$ cat src/rtl/card_pkg.sv
// Shared types and constants for the card corner scanner.
package card_pkg;

    localparam int ADDR_W     = 17;
    localparam int DEF_WIDTH  = 240;
    localparam int DEF_HEIGHT = 320;

    typedef enum logic [2:0] {
        ST_IDLE  = 3'd0,
        ST_SETUP = 3'd1,
        ST_SCAN  = 3'd2,
        ST_DRAIN = 3'd3,
        ST_DONE  = 3'd4
    } scan_state_t;

    // True when the edge set cannot describe a legal card inside the image.
    // The width/height terms are only meaningful once the ordering checks pass,
    // which the OR chain guarantees.
    function automatic logic edges_rejected(
        input logic [7:0] left_v,
        input logic [7:0] right_v,
        input logic [8:0] top_v,
        input logic [8:0] bot_v,
        input int         width_v,
        input int         height_v,
        input int         min_dim_v
    );
        logic [9:0] card_w_v;
        logic [9:0] card_h_v;
        card_w_v = {2'b00, right_v} - {2'b00, left_v} + 10'd1;
        card_h_v = {1'b0, bot_v} - {1'b0, top_v} + 10'd1;
        return (left_v > right_v) ||
               (top_v > bot_v) ||
               (int'(right_v) >= width_v) ||
               (int'(bot_v) >= height_v) ||
               (int'(card_w_v) < min_dim_v) ||
               (int'(card_h_v) < min_dim_v);
    endfunction

endpackage

$ cat src/rtl/latency_pipe.sv
// Fixed-depth register delay line used to align issue flags with BRAM read data.
module latency_pipe #(
    parameter int DEPTH = 2,
    parameter int W     = 2
) (
    input  logic         clk_in,
    input  logic         rst_in,
    input  logic [W-1:0] d_in,
    output logic [W-1:0] q_out
);

    logic [W-1:0] stage_r [DEPTH];

    // Shift the flags one stage per cycle; reset flushes everything in flight.
    always_ff @(posedge clk_in) begin
        if (rst_in) begin
            for (int i = 0; i < DEPTH; i++) begin
                stage_r[i] <= '0;
            end
        end else begin
            stage_r[0] <= d_in;
            for (int i = 1; i < DEPTH; i++) begin
                stage_r[i] <= stage_r[i-1];
            end
        end
    end

    assign q_out = stage_r[DEPTH-1];

endmodule

$ cat src/rtl/corner_scanner.sv
// Reads the top-left corner region of a detected card out of the thresholded
// image BRAM and streams it in raster order.
module corner_scanner
    import card_pkg::*;
#(
    parameter int WIDTH    = DEF_WIDTH,
    parameter int HEIGHT   = DEF_HEIGHT,
    parameter int CW_SHIFT = 2,
    parameter int CH_SHIFT = 2,
    parameter int MIN_DIM  = 8
) (
    input  logic              clk_in,
    input  logic              rst_in,
    input  logic              start_in,
    input  logic [7:0]        left_edge,
    input  logic [7:0]        right_edge,
    input  logic [8:0]        top_edge,
    input  logic [8:0]        bot_edge,
    output logic [ADDR_W-1:0] addr_out,
    input  logic [15:0]       pixel_in,
    output logic [15:0]       pixel_out,
    output logic              pixel_valid_out,
    output logic              pixel_last_out,
    output logic [7:0]        corner_width,
    output logic [8:0]        corner_height,
    output logic              busy_out,
    output logic              done_out,
    output logic              error_out
);

    localparam logic [ADDR_W-1:0] ROW_STRIDE = ADDR_W'(WIDTH);

    scan_state_t       state_r;
    scan_state_t       state_next_s;

    logic [7:0]        left_r;
    logic [7:0]        right_r;
    logic [8:0]        top_r;
    logic [8:0]        bot_r;
    logic              edges_ok_r;

    logic [7:0]        corner_width_r;
    logic [8:0]        corner_height_r;
    logic [ADDR_W-1:0] row_base_r;
    logic [ADDR_W-1:0] addr_r;
    logic [7:0]        x_r;
    logic [8:0]        y_r;
    logic              issue_valid_r;
    logic              issue_last_r;
    logic              busy_r;
    logic              done_r;
    logic              error_r;

    logic              bad_s;
    logic [8:0]        card_w_s;
    logic [9:0]        card_h_s;
    logic [7:0]        cw_s;
    logic [8:0]        ch_s;
    logic [ADDR_W-1:0] base_s;
    logic [7:0]        cw_m1_s;
    logic [8:0]        ch_m1_s;
    logic [7:0]        x_next_s;
    logic [8:0]        y_next_s;
    logic              last_col_s;
    logic              last_row_s;
    logic [1:0]        pipe_q_s;
    logic              pipe_valid_s;
    logic              pipe_last_s;

    // Edge validity is judged on the raw inputs so busy_out can stay low for rejected edges.
    assign bad_s = edges_rejected(left_edge, right_edge, top_edge, bot_edge,
                                  WIDTH, HEIGHT, MIN_DIM);

    // Card and corner geometry from the latched edges; the multiply is only used once per scan.
    assign card_w_s = {1'b0, right_r} - {1'b0, left_r} + 9'd1;
    assign card_h_s = {1'b0, bot_r} - {1'b0, top_r} + 10'd1;
    assign cw_s     = 8'(card_w_s >> CW_SHIFT);
    assign ch_s     = 9'(card_h_s >> CH_SHIFT);
    assign base_s   = ADDR_W'(top_r) * ROW_STRIDE + ADDR_W'(left_r);

    // Scan position bookkeeping.
    assign cw_m1_s    = corner_width_r - 8'd1;
    assign ch_m1_s    = corner_height_r - 9'd1;
    assign x_next_s   = x_r + 8'd1;
    assign y_next_s   = y_r + 9'd1;
    assign last_col_s = (x_r == cw_m1_s);
    assign last_row_s = (y_r == ch_m1_s);

    // State register.
    always_ff @(posedge clk_in) begin
        if (rst_in) begin
            state_r <= ST_IDLE;
        end else begin
            state_r <= state_next_s;
        end
    end

    // Next-state decode.
    always_comb begin
        state_next_s = state_r;
        case (state_r)
            ST_IDLE: begin
                if (start_in) begin
                    state_next_s = ST_SETUP;
                end else begin
                    state_next_s = ST_IDLE;
                end
            end
            ST_SETUP: begin
                if (edges_ok_r) begin
                    state_next_s = ST_SCAN;
                end else begin
                    state_next_s = ST_IDLE;
                end
            end
            ST_SCAN: begin
                if (issue_last_r) begin
                    state_next_s = ST_DRAIN;
                end else begin
                    state_next_s = ST_SCAN;
                end
            end
            ST_DRAIN: begin
                if (pipe_last_s) begin
                    state_next_s = ST_DONE;
                end else begin
                    state_next_s = ST_DRAIN;
                end
            end
            ST_DONE: begin
                state_next_s = ST_IDLE;
            end
            default: begin
                state_next_s = ST_IDLE;
            end
        endcase
    end

    // Datapath: edge latch, geometry, address walk and registered status flags.
    always_ff @(posedge clk_in) begin
        if (rst_in) begin
            left_r          <= 8'd0;
            right_r         <= 8'd0;
            top_r           <= 9'd0;
            bot_r           <= 9'd0;
            edges_ok_r      <= 1'b0;
            corner_width_r  <= 8'd0;
            corner_height_r <= 9'd0;
            row_base_r      <= '0;
            addr_r          <= '0;
            x_r             <= 8'd0;
            y_r             <= 9'd0;
            issue_valid_r   <= 1'b0;
            issue_last_r    <= 1'b0;
            busy_r          <= 1'b0;
            done_r          <= 1'b0;
            error_r         <= 1'b0;
        end else begin
            done_r  <= 1'b0;
            error_r <= 1'b0;
            case (state_r)
                ST_IDLE: begin
                    issue_valid_r <= 1'b0;
                    issue_last_r  <= 1'b0;
                    if (start_in) begin
                        left_r     <= left_edge;
                        right_r    <= right_edge;
                        top_r      <= top_edge;
                        bot_r      <= bot_edge;
                        edges_ok_r <= ~bad_s;
                        busy_r     <= ~bad_s;
                    end else begin
                        busy_r <= 1'b0;
                    end
                end
                ST_SETUP: begin
                    if (edges_ok_r) begin
                        corner_width_r  <= cw_s;
                        corner_height_r <= ch_s;
                        row_base_r      <= base_s;
                        addr_r          <= base_s;
                        x_r             <= 8'd0;
                        y_r             <= 9'd0;
                        issue_valid_r   <= 1'b1;
                        issue_last_r    <= (cw_s == 8'd1) && (ch_s == 9'd1);
                        busy_r          <= 1'b1;
                    end else begin
                        error_r <= 1'b1;
                        busy_r  <= 1'b0;
                    end
                end
                ST_SCAN: begin
                    busy_r <= 1'b1;
                    if (issue_last_r) begin
                        issue_valid_r <= 1'b0;
                        issue_last_r  <= 1'b0;
                    end else if (last_col_s) begin
                        x_r          <= 8'd0;
                        y_r          <= y_next_s;
                        row_base_r   <= row_base_r + ROW_STRIDE;
                        addr_r       <= row_base_r + ROW_STRIDE;
                        issue_last_r <= (cw_m1_s == 8'd0) && (y_next_s == ch_m1_s);
                    end else begin
                        x_r          <= x_next_s;
                        addr_r       <= row_base_r + ADDR_W'(x_next_s);
                        issue_last_r <= (x_next_s == cw_m1_s) && last_row_s;
                    end
                end
                ST_DRAIN: begin
                    busy_r <= 1'b1;
                    done_r <= pipe_last_s;
                end
                ST_DONE: begin
                    busy_r <= 1'b0;
                end
                default: begin
                    busy_r <= 1'b0;
                end
            endcase
        end
    end

    latency_pipe #(
        .DEPTH (2),
        .W     (2)
    ) u_latency_pipe (
        .clk_in (clk_in),
        .rst_in (rst_in),
        .d_in   ({issue_last_r, issue_valid_r}),
        .q_out  (pipe_q_s)
    );

    assign pipe_valid_s    = pipe_q_s[0];
    assign pipe_last_s     = pipe_q_s[1];

    assign addr_out        = addr_r;
    assign pixel_out       = pixel_in;
    assign pixel_valid_out = pipe_valid_s;
    assign pixel_last_out  = pipe_last_s;
    assign corner_width    = corner_width_r;
    assign corner_height   = corner_height_r;
    assign busy_out        = busy_r;
    assign done_out        = done_r;
    assign error_out       = error_r;

endmodule

$ cat config.mk
export PLATFORM = sky130hd
export DESIGN_NAME = corner_scanner
export DESIGN_NICKNAME = d
export VERILOG_FILES = /design/src/rtl/card_pkg.sv /design/src/rtl/latency_pipe.sv /design/src/rtl/corner_scanner.sv
export SDC_FILE = /design/constraint.sdc
export NUM_CORES = 1
export LEC_CHECK = 0
export BUFFER_PORTS_ARGS = -buffer_cell sky130_fd_sc_hd__buf_2
export CAP_MARGIN = 10
export CORE_AREA = 2 2 134 136
export CTS_BUF_LIST = sky130_fd_sc_hd__clkbuf_4 sky130_fd_sc_hd__clkbuf_8
export CTS_CLUSTER_SIZE = 12
export DETAILED_ROUTE_END_ITERATION = 7
export DIE_AREA = 0 0 136 138
export GPL_TIMING_DRIVEN = 0
export PLACE_DENSITY = 0.74
export SYNTH_ARGS = -nofsm -noshare
export SYNTH_HDL_FRONTEND = slang
export SYNTH_SLANG_ARGS = --single-unit
export TNS_END_PERCENT = 100
$ cat constraint.sdc
create_clock -name clk_in -period 5.1 [get_ports clk_in]
set_input_delay 0.51 -clock clk_in [delete_from_list [all_inputs] [get_ports clk_in]]
set_output_delay 0.51 -clock clk_in [all_outputs]
set_load 0.005 [all_outputs]
======== Yosys cells after proc, flatten, opt, wreduce, memory -nomap -nowiden ========
Memory sizes are Yosys's and may differ from the RTL's.
Cells that the tools add are included.
operators by class
  bitwise gates (word level) .............. 5
  eq/ne operators ......................... 13
  reductions and logical operators ........ 21
  $lt $le $gt $ge ......................... 6
  multiply operators ...................... 1
  add/sub/neg operators ................... 15
  mux-type cells .......................... 36
operator list
  operator               number
  $mux 17                5
  $pmux 17 s2            2
  $add 17x8->17          2
  $mux 9                 3
  $mux 8                 3
  $add 10x1->10 const B  2
  $lt 10x4->1 const B    2
  $sub 9x9->10           2
  $add 9x1->9 const B    2
  $eq 9x9->1             2
  $pmux 9 s2             1
  $sub 8x8->9            2
  $add 17x8->17 const B  1
  $eq 8x8->1             2
  $pmux 8 s2             1
  $mul 9x4->13 const B   1
  $mux 1                 13
  $pmux 3 s4             1
  $add 9x2->10 const B   1
  $ge 9x9->1 const B     1
  $gt 9x9->1             1
  $pmux 1 s3             3
  $sub 8x1->9 const B    1
  $add 8x1->8 const B    1
  22 further kinds       42
storage, ports and cells
  bits of input ports ..................... 53
  bits in writable memories ............... 4
  memories ................................ 1
  flip-flop bits (word level) ............. 109
memories
  name                    words  bits a word  read ports  clocked after memory_dff  write ports  RTL line            text
  u_latency_pipe.stage_r  2      2            2           0                         2            latency_pipe.sv:12  logic [W-1:0] stage_r [DEPTH];

======== Logic depth before layout (Yosys ltp) ========
Gate-level depths: netlist of run 1.
  depth after elaboration ................. 9
  depth in mapped cells ................... 13
  mapped depth without buffers ............ 13

======== Hierarchy ========
A second synthesis of run 1 with hierarchy kept.
second synthesis, totals
  cell total of the unflattened synthesis .. 1213
  area, all modules ....................... 9251.4 µm²
modules (own cells, without submodules)
  module          area each (µm²)  times used  cells an instance
  corner_scanner  9131.3           1           1203
  latency_pipe    120.1            1           10

======== Worst setup path before layout of run 1 ========
No wires, ideal clock.
  kind .................................... register -> register
  from .................................... reg top_r[0]
  to ...................................... reg addr_r[16] (netlist: addr_out[16])
  stages on the path, launching flop included .. 14
  path slack .............................. 1.279 ns
  arrival ................................. 3.718 ns
  required time ........................... 4.997 ns
  period minus slack after synthesis ...... 3.821 ns
  path buffers ............................ 0
  cell sequence ........................... dfxtp_1 -> fa_1 -> inv_1 -> fa_1 -> inv_1 -> ha_1 -> a211o_1 -> a2111o_1 -> o311ai_0 -> nor4b_1 -> and2_1 -> nand4_1 -> xor2_1 -> a2111oi_2
on the way
  word-level cells in the longest chain between the ends .. 4
RTL lines
  item                      RTL line               text
  start: declaration        corner_scanner.sv:38   logic [8:0] top_r;
  start signal: assignment  corner_scanner.sv:168  top_r <= top_edge;
  $mul 9x4->13              corner_scanner.sv:79   assign base_s = ADDR_W'(top_r) * ROW_STRIDE + ADDR_W'(left_r);
  $add 17x8->17             corner_scanner.sv:79
  $mux 17                   corner_scanner.sv:177  if (edges_ok_r) begin
  $pmux 17 s2               corner_scanner.sv:161  case (state_r)
  end signal: assignment    corner_scanner.sv:181  addr_r <= base_s;
  end signal: assignment    corner_scanner.sv:201  addr_r <= row_base_r + ROW_STRIDE;
  end signal: assignment    corner_scanner.sv:205  addr_r <= row_base_r + ADDR_W'(x_next_s);
  end: declaration          corner_scanner.sv:45   logic [ADDR_W-1:0] addr_r;
Every way passes these cells. The select of a mux whose other input is x is not followed.
A chain may end at the register's enable or synchronous reset.

======== Final worst setup path of run 1 ========
Same ends and word-level chain as after synthesis.

==> results of run 1 <==
## sequential cells by signal (all words and copies together) (netlist names)
register	count
addr_out	17
bot_r	9
busy_out	1
corner_height	8
corner_width	7
done_out	1
edges_ok_r	1
error_out	1
issue_last_r	1
issue_valid_r	1
left_r	8
right_r	8
row_base_r	17
state_r	3
top_r	9
u_latency_pipe.stage_r	4
x_r	8
y_r	9
## cells in the mapped netlist (all sizes together), types with 4 or more instances
| cell | instances | share of area |
|---|---|---|
| nand2 | 146 | 0.059 |
| ha | 93 | 0.13 |
| nand3 | 34 | 0.018 |
| inv | 85 | 0.034 |
| fa | 21 | 0.045 |
| a31oi | 6 | 0.0041 |
| buf | 22 | 0.017 |
| clkbuf | 47 | 0.019 |
| nor2 | 81 | 0.034 |
| nand4 | 12 | 0.0081 |
| o211ai | 11 | 0.0089 |
| nand2b | 10 | 0.0068 |
| nor3b | 10 | 0.0099 |
| a21oi | 127 | 0.069 |
| nand3b | 5 | 0.0041 |
| a22oi | 5 | 0.0041 |
| a211oi | 18 | 0.015 |
| and3 | 13 | 0.0088 |
| o41ai | 4 | 0.0046 |
| a21o | 10 | 0.0081 |
| nor2b | 18 | 0.012 |
| nor3 | 28 | 0.016 |
| o21a | 6 | 0.0049 |
| nor4 | 10 | 0.0068 |
| or3 | 10 | 0.0068 |
| xor2 | 25 | 0.024 |
| dfxtp | 113 | 0.24 |
| and2 | 12 | 0.0081 |
| mux2i | 8 | 0.0087 |
| a211o | 9 | 0.0085 |
| o21ai | 61 | 0.033 |
| or4 | 5 | 0.0041 |
| xnor2 | 57 | 0.054 |
## worst max-delay path: stages (launching register included)
cell       delay [ns]
dfxtp_1          0.41
fa_1             0.61
inv_1            0.06
fa_1             0.52
inv_1            0.05
ha_1             0.30
a211o_1          0.30
a2111o_1         0.36
o311ai_0         0.17
nor4b_1          0.46
and2_1           0.23
nand4_1          0.12
xor2_1           0.21
a2111oi_2        0.38
## layout make-up
cell class                 count  area share
timing repair buffer          89     0.04292
sequential                   113      0.2180
multi-input combinational    919      0.6108
clock buffer                  18     0.02327
tap                          229     0.02761
inverter                      85     0.03074
buffer                        69     0.03219
clock inverter                14     0.01447
## kinds of logic after synthesis
| family | after synthesis |
|---|---|
| buffers and inverters | 154 |
| flip-flops | 113 |
| AND/OR/NAND/NOR | 408 |
| adder cells (fa/ha/maj) | 114 |
| multiplexers | 9 |
| XOR/XNOR | 84 |
| AO/OA/AOI/OAI | 302 |
| other | 1 |
## worst min path at each step
stage	from	end	slack, ns	cells after the start
floorplan	u_latency_pipe.stage_r[0][0]	u_latency_pipe.stage_r[0][2]	0.41	1
global placement	u_latency_pipe.stage_r[0][1]	u_latency_pipe.stage_r[0][3]	0.42	1
detailed placement	u_latency_pipe.stage_r[0][1]	u_latency_pipe.stage_r[0][3]	0.43	1
CTS	left_edge[7]	left_r[7]	0.29	3
global route	left_edge[0]	left_r[0]	0.29	3
finish	left_edge[7]	left_r[7]	0.29	3
## power by group through the flow
| stage | clock [mW] | sequential (mW) | combinational, mW |
|---|---|---|---|
| CTS | 0.856 | 0.926 | 0.663 |
| finish | 0.857 | 0.926 | 0.665 |
| global route | 0.895 | 0.929 | 0.746 |
| floorplan | 0 | 0.938 | 0.491 |
| global placement | 0 | 0.946 | 0.640 |
| detailed placement | 0 | 0.947 | 0.656 |
## metal layers
layer | track usage | share of wire
met1 | 0.3563 | 0.42
met2 | 0.4739 | 0.48
met3 | 0.04070 | 0.063
met4 | 0.1025 | 0.027
met5 | 0 | 0
## per-stage QoR
step	std cells	util
2_1_floorplan	1186	-
3_3_place_gp	1503	0.5692
3_5_place_dp	1504	0.5695
4_1_cts	1536	0.5918
5_1_grt	1536	0.5918
6_report	1536	0.5918
==> flow_summary.rst, run 1 <==
.. list-table::
   :header-rows: 1

   * - Metric
     - Value
   * - Run status
     - finished, final reports clean
   * - Placed instance area
     - 9986 um2
   * - Post-CTS clock slew at the launch and capture registers of the worst setup and hold paths
     - 0.08 ns
   * - CTS tree
     - done
   * - Vias after detailed routing
     - 8,864
   * - Async set or reset register ratio after synthesis
     - 0
   * - Xor-xnor portion of the synthesized cell area
     - 0.08265
   * - Largest family of logic cells by synthesized area
     - simple AND/OR/NAND/NOR gates
   * - Sequential fraction of the synthesis area
     - 0.2446
   * - Worst Path Arrival
     - 4.65 ns
   * - Maximum resistive drop on vdd
     - 0.1623 mV
   * - Vertical die dimension
     - 138 um
   * - Reg2Reg Setup Slack
     - 0.81 ns
   * - NetSw
     - 0.8633 mW
   * - Top fanout value on the critical path
     - 6
   * - Crit share post-route
     - 0.8409
   * - Number of distinct library cells after synthesis
     - 77
   * - Max-slew headroom
     - 0.3193
   * - Final Hold Violating Endpoints
     - 0
   * - DRC violation count after routing
     - 0
   * - Leakage power of the design
     - 4.398 nW
   * - Worst-case clock skew
     - 0.01464 ns
   * - Placeable Area
     - 17,530 um2
   * - Leftover overflow at the end of global routing
     - 0
   * - Global placement routability congestion
     - 0.9348
   * - Detailed Routing Iterations Pass 1
     - 5
   * - Port Buffer Count
     - 88
   * - Count of nets after finishing
     - 1,461
   * - Sink count of the clock tree
     - 113
   * - Antenna diode instance count
     - 0
   * - Number of register bits inferred by synthesis
     - 113
   * - Proportion of layout cells with a drive suffix above 1
     - 0.1201
   * - Worst slack at placement
     - 0.8620 ns
   * - Initial standard-cell utilization of the core
     - 0.5275
   * - RSZ-0062 raised after global routing
     - false
   * - Total number of yosys warnings
     - 0
   * - Total clock buffers created by CTS
     - 17
   * - Power per unit of standard cell area
     - 236.0 nW/um2
   * - Area taken by flip-flops and latches
     - 2262 um2
   * - Area added between synthesis and finish
     - 12.19%
   * - Worst-case reg-to-reg path depth
     - 13
   * - Relative contribution of the clock network to total power
     - 0.350
   * - Reg-to-reg startpoint
     - top_r[0]
   * - Number of flops mapped to enable cells by yosys
     - 0
   * - Buffer type at the clock tree root
     - clkbuf_8
   * - Critical path class
     - flop to flop
   * - Boundary pin count
     - 108
   * - Total GRT Usage
     - 0.2787
   * - Final slew viol count
     - 0
   * - Startpoint types
     - flop
   * - Post-layout min period
     - 4.289 ns
   * - Die X
     - 136 um
   * - Top FF cell, synth
     - dfxtp_1
   * - Hold bufs inserted after CTS
     - 0
   * - Overall routed net length
     - 25,550 um
   * - Filler cells
     - 1,654
   * - Setup slack of the critical path after layout
     - 0.8114 ns
   * - Area occupied by multi-input gates
     - 6339 um2
   * - Number of buffers between clock root and the deepest sink
     - 2
   * - Sequential cell fraction of total power
     - 0.378
   * - Vias per cell
     - 5.771
   * - Initial DRC Count
     - 660
   * - Post-synthesis cell count
     - 1,185
   * - Adder and majority cell fraction of the synthesized area
     - 0.1712
   * - Origin of the worst setup path
     - top_r[0]
   * - Required arrival time at the worst endpoint
     - 5.46 ns
   * - Gates resized, CTS repair
     - 0
   * - Clock latency on the worst-skew pair
     - 0.47 ns
   * - Final sum of negative setup slack
     - 0 ns
   * - Number of antenna violations at the first check in global routing
     - 0
   * - Final hold slack
     - 0.2934 ns
   * - Share of power burned in combinational logic
     - 0.272
   * - Area of the die
     - 18,770 um2
   * - Critical Path End Type
     - flop
   * - Worst reg2reg path endpoint
     - addr_out[16]
   * - Most used cells in the layout excluding fill and tap cells
     - nand2_1 (146), a21oi_1 (126), dfxtp_1 (113)
   * - CTS H-Tree Depth
     - 4
   * - Detailed-placement wirelength estimate
     - 20,160 um
   * - Post-synthesis instance area
     - 9250 um2
   * - Class of the worst hold path
     - primary input to flop
   * - Post-synthesis mux area share
     - 0.009874
   * - Per-instance average area after synthesis
     - 7.806 um2
   * - Most frequent standard cell in the layout excluding fill and tap cells
     - nand2_1
   * - Routed length per instance
     - 16.63 um
   * - Pin count of the biggest net entering global routing
     - 17
   * - Post-route antenna net violation count
     - 0
   * - Compound-Gate Fraction of Synth Area
     - 0.2038
   * - # setup viols final
     - 0
   * - Post-layout total power
     - 2.449 mW
   * - Max cap viols
     - 0
   * - Post CTS Setup Buffer Count
     - 0
   * - Global-route wire length before repair
     - 41,590 um
   * - Slew at the pin closest to its max-slew limit
     - 1.010 ns
   * - Last element of the critical path
     - addr_out[16]
   * - Switching fraction of total power
     - 0.3525
   * - Internal Dissipation
     - 1.586 mW
   * - Via count of the first global-routing pass
     - 8,403
   * - Fmax achieved
     - 233.2 MHz
   * - Std-Cell Rows
     - 49
   * - Area fraction in and, or, nand and nor cells after synthesis
     - 0.2168
   * - Final design area excluding fillers
     - 10,380 um2
(Power assumes the default switching activity.)
==> run 2, diff against run 1 <==
--- a/config.mk
+++ b/config.mk
@@ -13,7 +13,7 @@
 export DETAILED_ROUTE_END_ITERATION = 7
 export DIE_AREA = 0 0 136 138
 export GPL_TIMING_DRIVEN = 0
-export PLACE_DENSITY = 0.74
+export PLACE_DENSITY = 0.77
 export SYNTH_ARGS = -nofsm -noshare
 export SYNTH_HDL_FRONTEND = slang
 export SYNTH_SLANG_ARGS = --single-unit
==> constraint.sdc (replaced) <==
create_clock -name clk_in -period 3.6 [get_ports clk_in]
set_input_delay 0.36 -clock clk_in [delete_from_list [all_inputs] [get_ports clk_in]]
set_output_delay 0.36 -clock clk_in [all_outputs]
set_load 0.005 [all_outputs]
==> run 2 against run 1 <==
  * The flow now finishes with violations (negative setup slack)
  * Largest power group unchanged
  * Routed wire length rose by 2.1%
  * Global-route usage is 0.19 points lower
  * Total power is 48% higher
  * Combinational power increased by 62%
  * Via count grew 2.9%
  * Highest routed layer unchanged
  * Clock skew shrank 0.0017 ns
  * Flip-flop and latch count is the same
  * Die area stayed put
  * Worst hold slack lost 0.15 ns
  * Clock power is 46% higher
  * Sequential share of layout area fell by 0.51 points
==> flow_summary.rst, run 2 (synthesis gave the netlist of run 1 again) <==
.. list-table::
   :header-rows: 1

   * - Metric
     - Value
   * - Initial standard-cell utilization of the core
     - 0.5275
   * - Leftover overflow at the end of global routing
     - 0
   * - Core occupancy in the finished layout
     - 0.6102
   * - Vias per cell
     - 5.898
   * - Count of nets after finishing
     - 1,470
   * - Via count of the first global-routing pass
     - 8,507
   * - RSZ-0062 raised after global routing
     - true
   * - Fmax achieved
     - 262.7 MHz
   * - Proportion of layout cells with a drive suffix above 1
     - 0.1581
   * - Detailed-placement wirelength estimate
     - 19,970 um
   * - CTS H-Tree Depth
     - 4
   * - Placeable Area
     - 17,530 um2
   * - Reg2Reg Setup Slack
     - -0.21 ns
   * - Switching fraction of total power
     - 0.3450
   * - Final Hold Violating Endpoints
     - 0
   * - Startpoint types
     - flop
   * - Global-route wire length before repair
     - 41,550 um
   * - Critical Path End Type
     - flop
   * - Failing checks
     - negative setup slack
   * - Area of the die
     - 18,770 um2
   * - NetSw
     - 1.255 mW
   * - Boundary pin count
     - 108
   * - Max cap viols
     - 0
   * - Run status
     - complete, but fails checks
   * - Vertical die dimension
     - 138 um
   * - Area taken by flip-flops and latches
     - 2277 um2
   * - Overall routed net length
     - 26,080 um
   * - Instance count along the most critical hold path
     - 3
   * - Leakage power of the design
     - 4.491 nW
   * - Routed length per instance
     - 16.87 um
   * - Total clock buffers created by CTS
     - 17
   * - Hold bufs inserted after CTS
     - 0
   * - Sink count of the clock tree
     - 113
   * - Die X
     - 136 um
   * - Buffer type at the clock tree root
     - clkbuf_8
   * - CTS tree
     - done
   * - Detailed Routing Iterations Pass 1
     - 8
   * - Post-CTS clock slew at the launch and capture registers of the worst setup and hold paths
     - 0.07 ns
   * - Global placement routability congestion
     - 0.9481
   * - Top fanout value on the critical path
     - 3
   * - Number of buffers between clock root and the deepest sink
     - 2
   * - Post-layout min period
     - 3.806 ns
   * - Area added between synthesis and finish
     - 15.66%
   * - Reg-to-reg startpoint
     - top_r[0]
   * - Area occupied by multi-input gates
     - 6539 um2
   * - Worst-case reg-to-reg path depth
     - 13
   * - Post-route antenna net violation count
     - 0
   * - Slew at the pin closest to its max-slew limit
     - 0.9483 ns
   * - Pin count of the biggest net entering global routing
     - 17
   * - Maximum resistive drop on vdd
     - 0.2678 mV
   * - Worst-case clock skew
     - 0.01295 ns
   * - Worst Path Arrival
     - 4.15 ns
   * - # setup viols final
     - 10
   * - Max-slew headroom
     - 0.3629
   * - DRC violation count after routing
     - 0
   * - Std-Cell Rows
     - 49
   * - Final slew viol count
     - 0
   * - Power per unit of standard cell area
     - 339.9 nW/um2
   * - Class of the worst hold path
     - primary input to flop
   * - Hold-critical path endpoint
     - top_r[0]
   * - Initial DRC Count
     - 685
   * - Crit share post-route
     - 1.057
   * - Setup slack of the critical path after layout
     - -0.2059 ns
   * - Start point of the worst min-delay path
     - top_edge[0]
   * - Port Buffer Count
     - 88
   * - Required arrival time at the worst endpoint
     - 3.95 ns
   * - Sequential cell fraction of total power
     - 0.361
   * - Vias after detailed routing
     - 9,118
   * - Final design area excluding fillers
     - 10,700 um2
   * - Most used cells in the layout excluding fill and tap cells
     - nand2_1 (144), a21oi_1 (125), dfxtp_1 (107)
   * - Number of antenna violations at the first check in global routing
     - 1
   * - Relative contribution of the clock network to total power
     - 0.343
   * - Share of power burned in combinational logic
     - 0.296
   * - Total GRT Usage
     - 0.2768
   * - Clock latency on the worst-skew pair
     - 0.46 ns
   * - Internal Dissipation
     - 2.382 mW
   * - Most frequent standard cell in the layout excluding fill and tap cells
     - nand2_1
   * - Worst reg2reg path endpoint
     - addr_out[16]
   * - Final sum of negative setup slack
     - -1.331 ns
   * - Filler cells
     - 1,629
   * - Placed instance area
     - 10,040 um2
   * - Post-layout total power
     - 3.636 mW
   * - Critical path class
     - flop to flop
[run 2: layout make-up]
class | count | share of cell area
antenna | 1 | 0.0002339
buffer | 69 | 0.03134
clock buffer | 18 | 0.02316
clock inverter | 14 | 0.01438
inverter | 85 | 0.03005
multi-input combinational | 919 | 0.6112
sequential | 113 | 0.2128
tap | 229 | 0.02678
timing repair buffer | 98 | 0.05005
[run 2: stage by stage]
step           hold slack (ns)  setup slack, ns  cells
3_5_place_dp            0.4356          -0.3022   1504
5_1_grt                 0.1370          -0.3707   1545
4_1_cts                 0.1336          -0.1957   1542
3_3_place_gp            0.4200          -0.2476   1503
2_1_floorplan           0.4138         0.005672   1186
6_report                0.1458          -0.2059   1546
[run 2: worst max-delay path by stage]
stage / from / end / slack (ns) / cells past startpoint
floorplan: top_r[2] / addr_out[16] / 0.006 / 13
global placement: top_r[6] / addr_out[16] / -0.25 / 13
detailed placement: top_r[6] / addr_out[16] / -0.30 / 13
CTS: top_r[0] / addr_out[16] / -0.20 / 13
global route: top_r[0] / addr_out[14] / -0.37 / 15
finish: top_r[0] / addr_out[16] / -0.21 / 13
[run 2: critical path, cell delays in order, from the launching register on]
cell and delay (ns):
dfxtp_4 0.36, fa_1 0.58, inv_2 0.05, fa_1 0.53
inv_2 0.06, ha_4 0.22, a211o_1 0.27, a2111o_1 0.41
o311ai_4 0.10, nor4b_4 0.26, and2_4 0.21, nand4_1 0.13
xor2_2 0.20, a2111oi_2 0.32
[run 2: power groups by stage]
| stage | logic (mW) | clock network, mW | registers, mW |
|---|---|---|---|
| global route | 1.19 | 1.32 | 1.32 |
| finish | 1.08 | 1.25 | 1.31 |
| global placement | 0.933 | 0 | 1.34 |
| floorplan | 0.717 | 0 | 1.33 |
| detailed placement | 0.958 | 0 | 1.34 |
| CTS | 1.01 | 1.25 | 1.31 |
[run 2: timing repair]
item / in CTS / in global routing
setup buffers: 6 / 3
pin swaps: 13 / 15
resized for setup: 20 / 26
endpoints found under the setup margin: 18 / 28
endpoints found under the hold margin: 0 / 0
[run 2: metal layers]
| layer | vias to the layer above | routed length [um] | GRT usage |
|---|---|---|---|
| met5 | - | 0 | 0 |
| met4 | 0 | 1206 | 0.1541 |
| met3 | 77 | 2017 | 0.05134 |
| met2 | 391 | 12120 | 0.4375 |
| met1 | 4277 | 10730 | 0.3541 |
| li1 | 4373 | - | - |
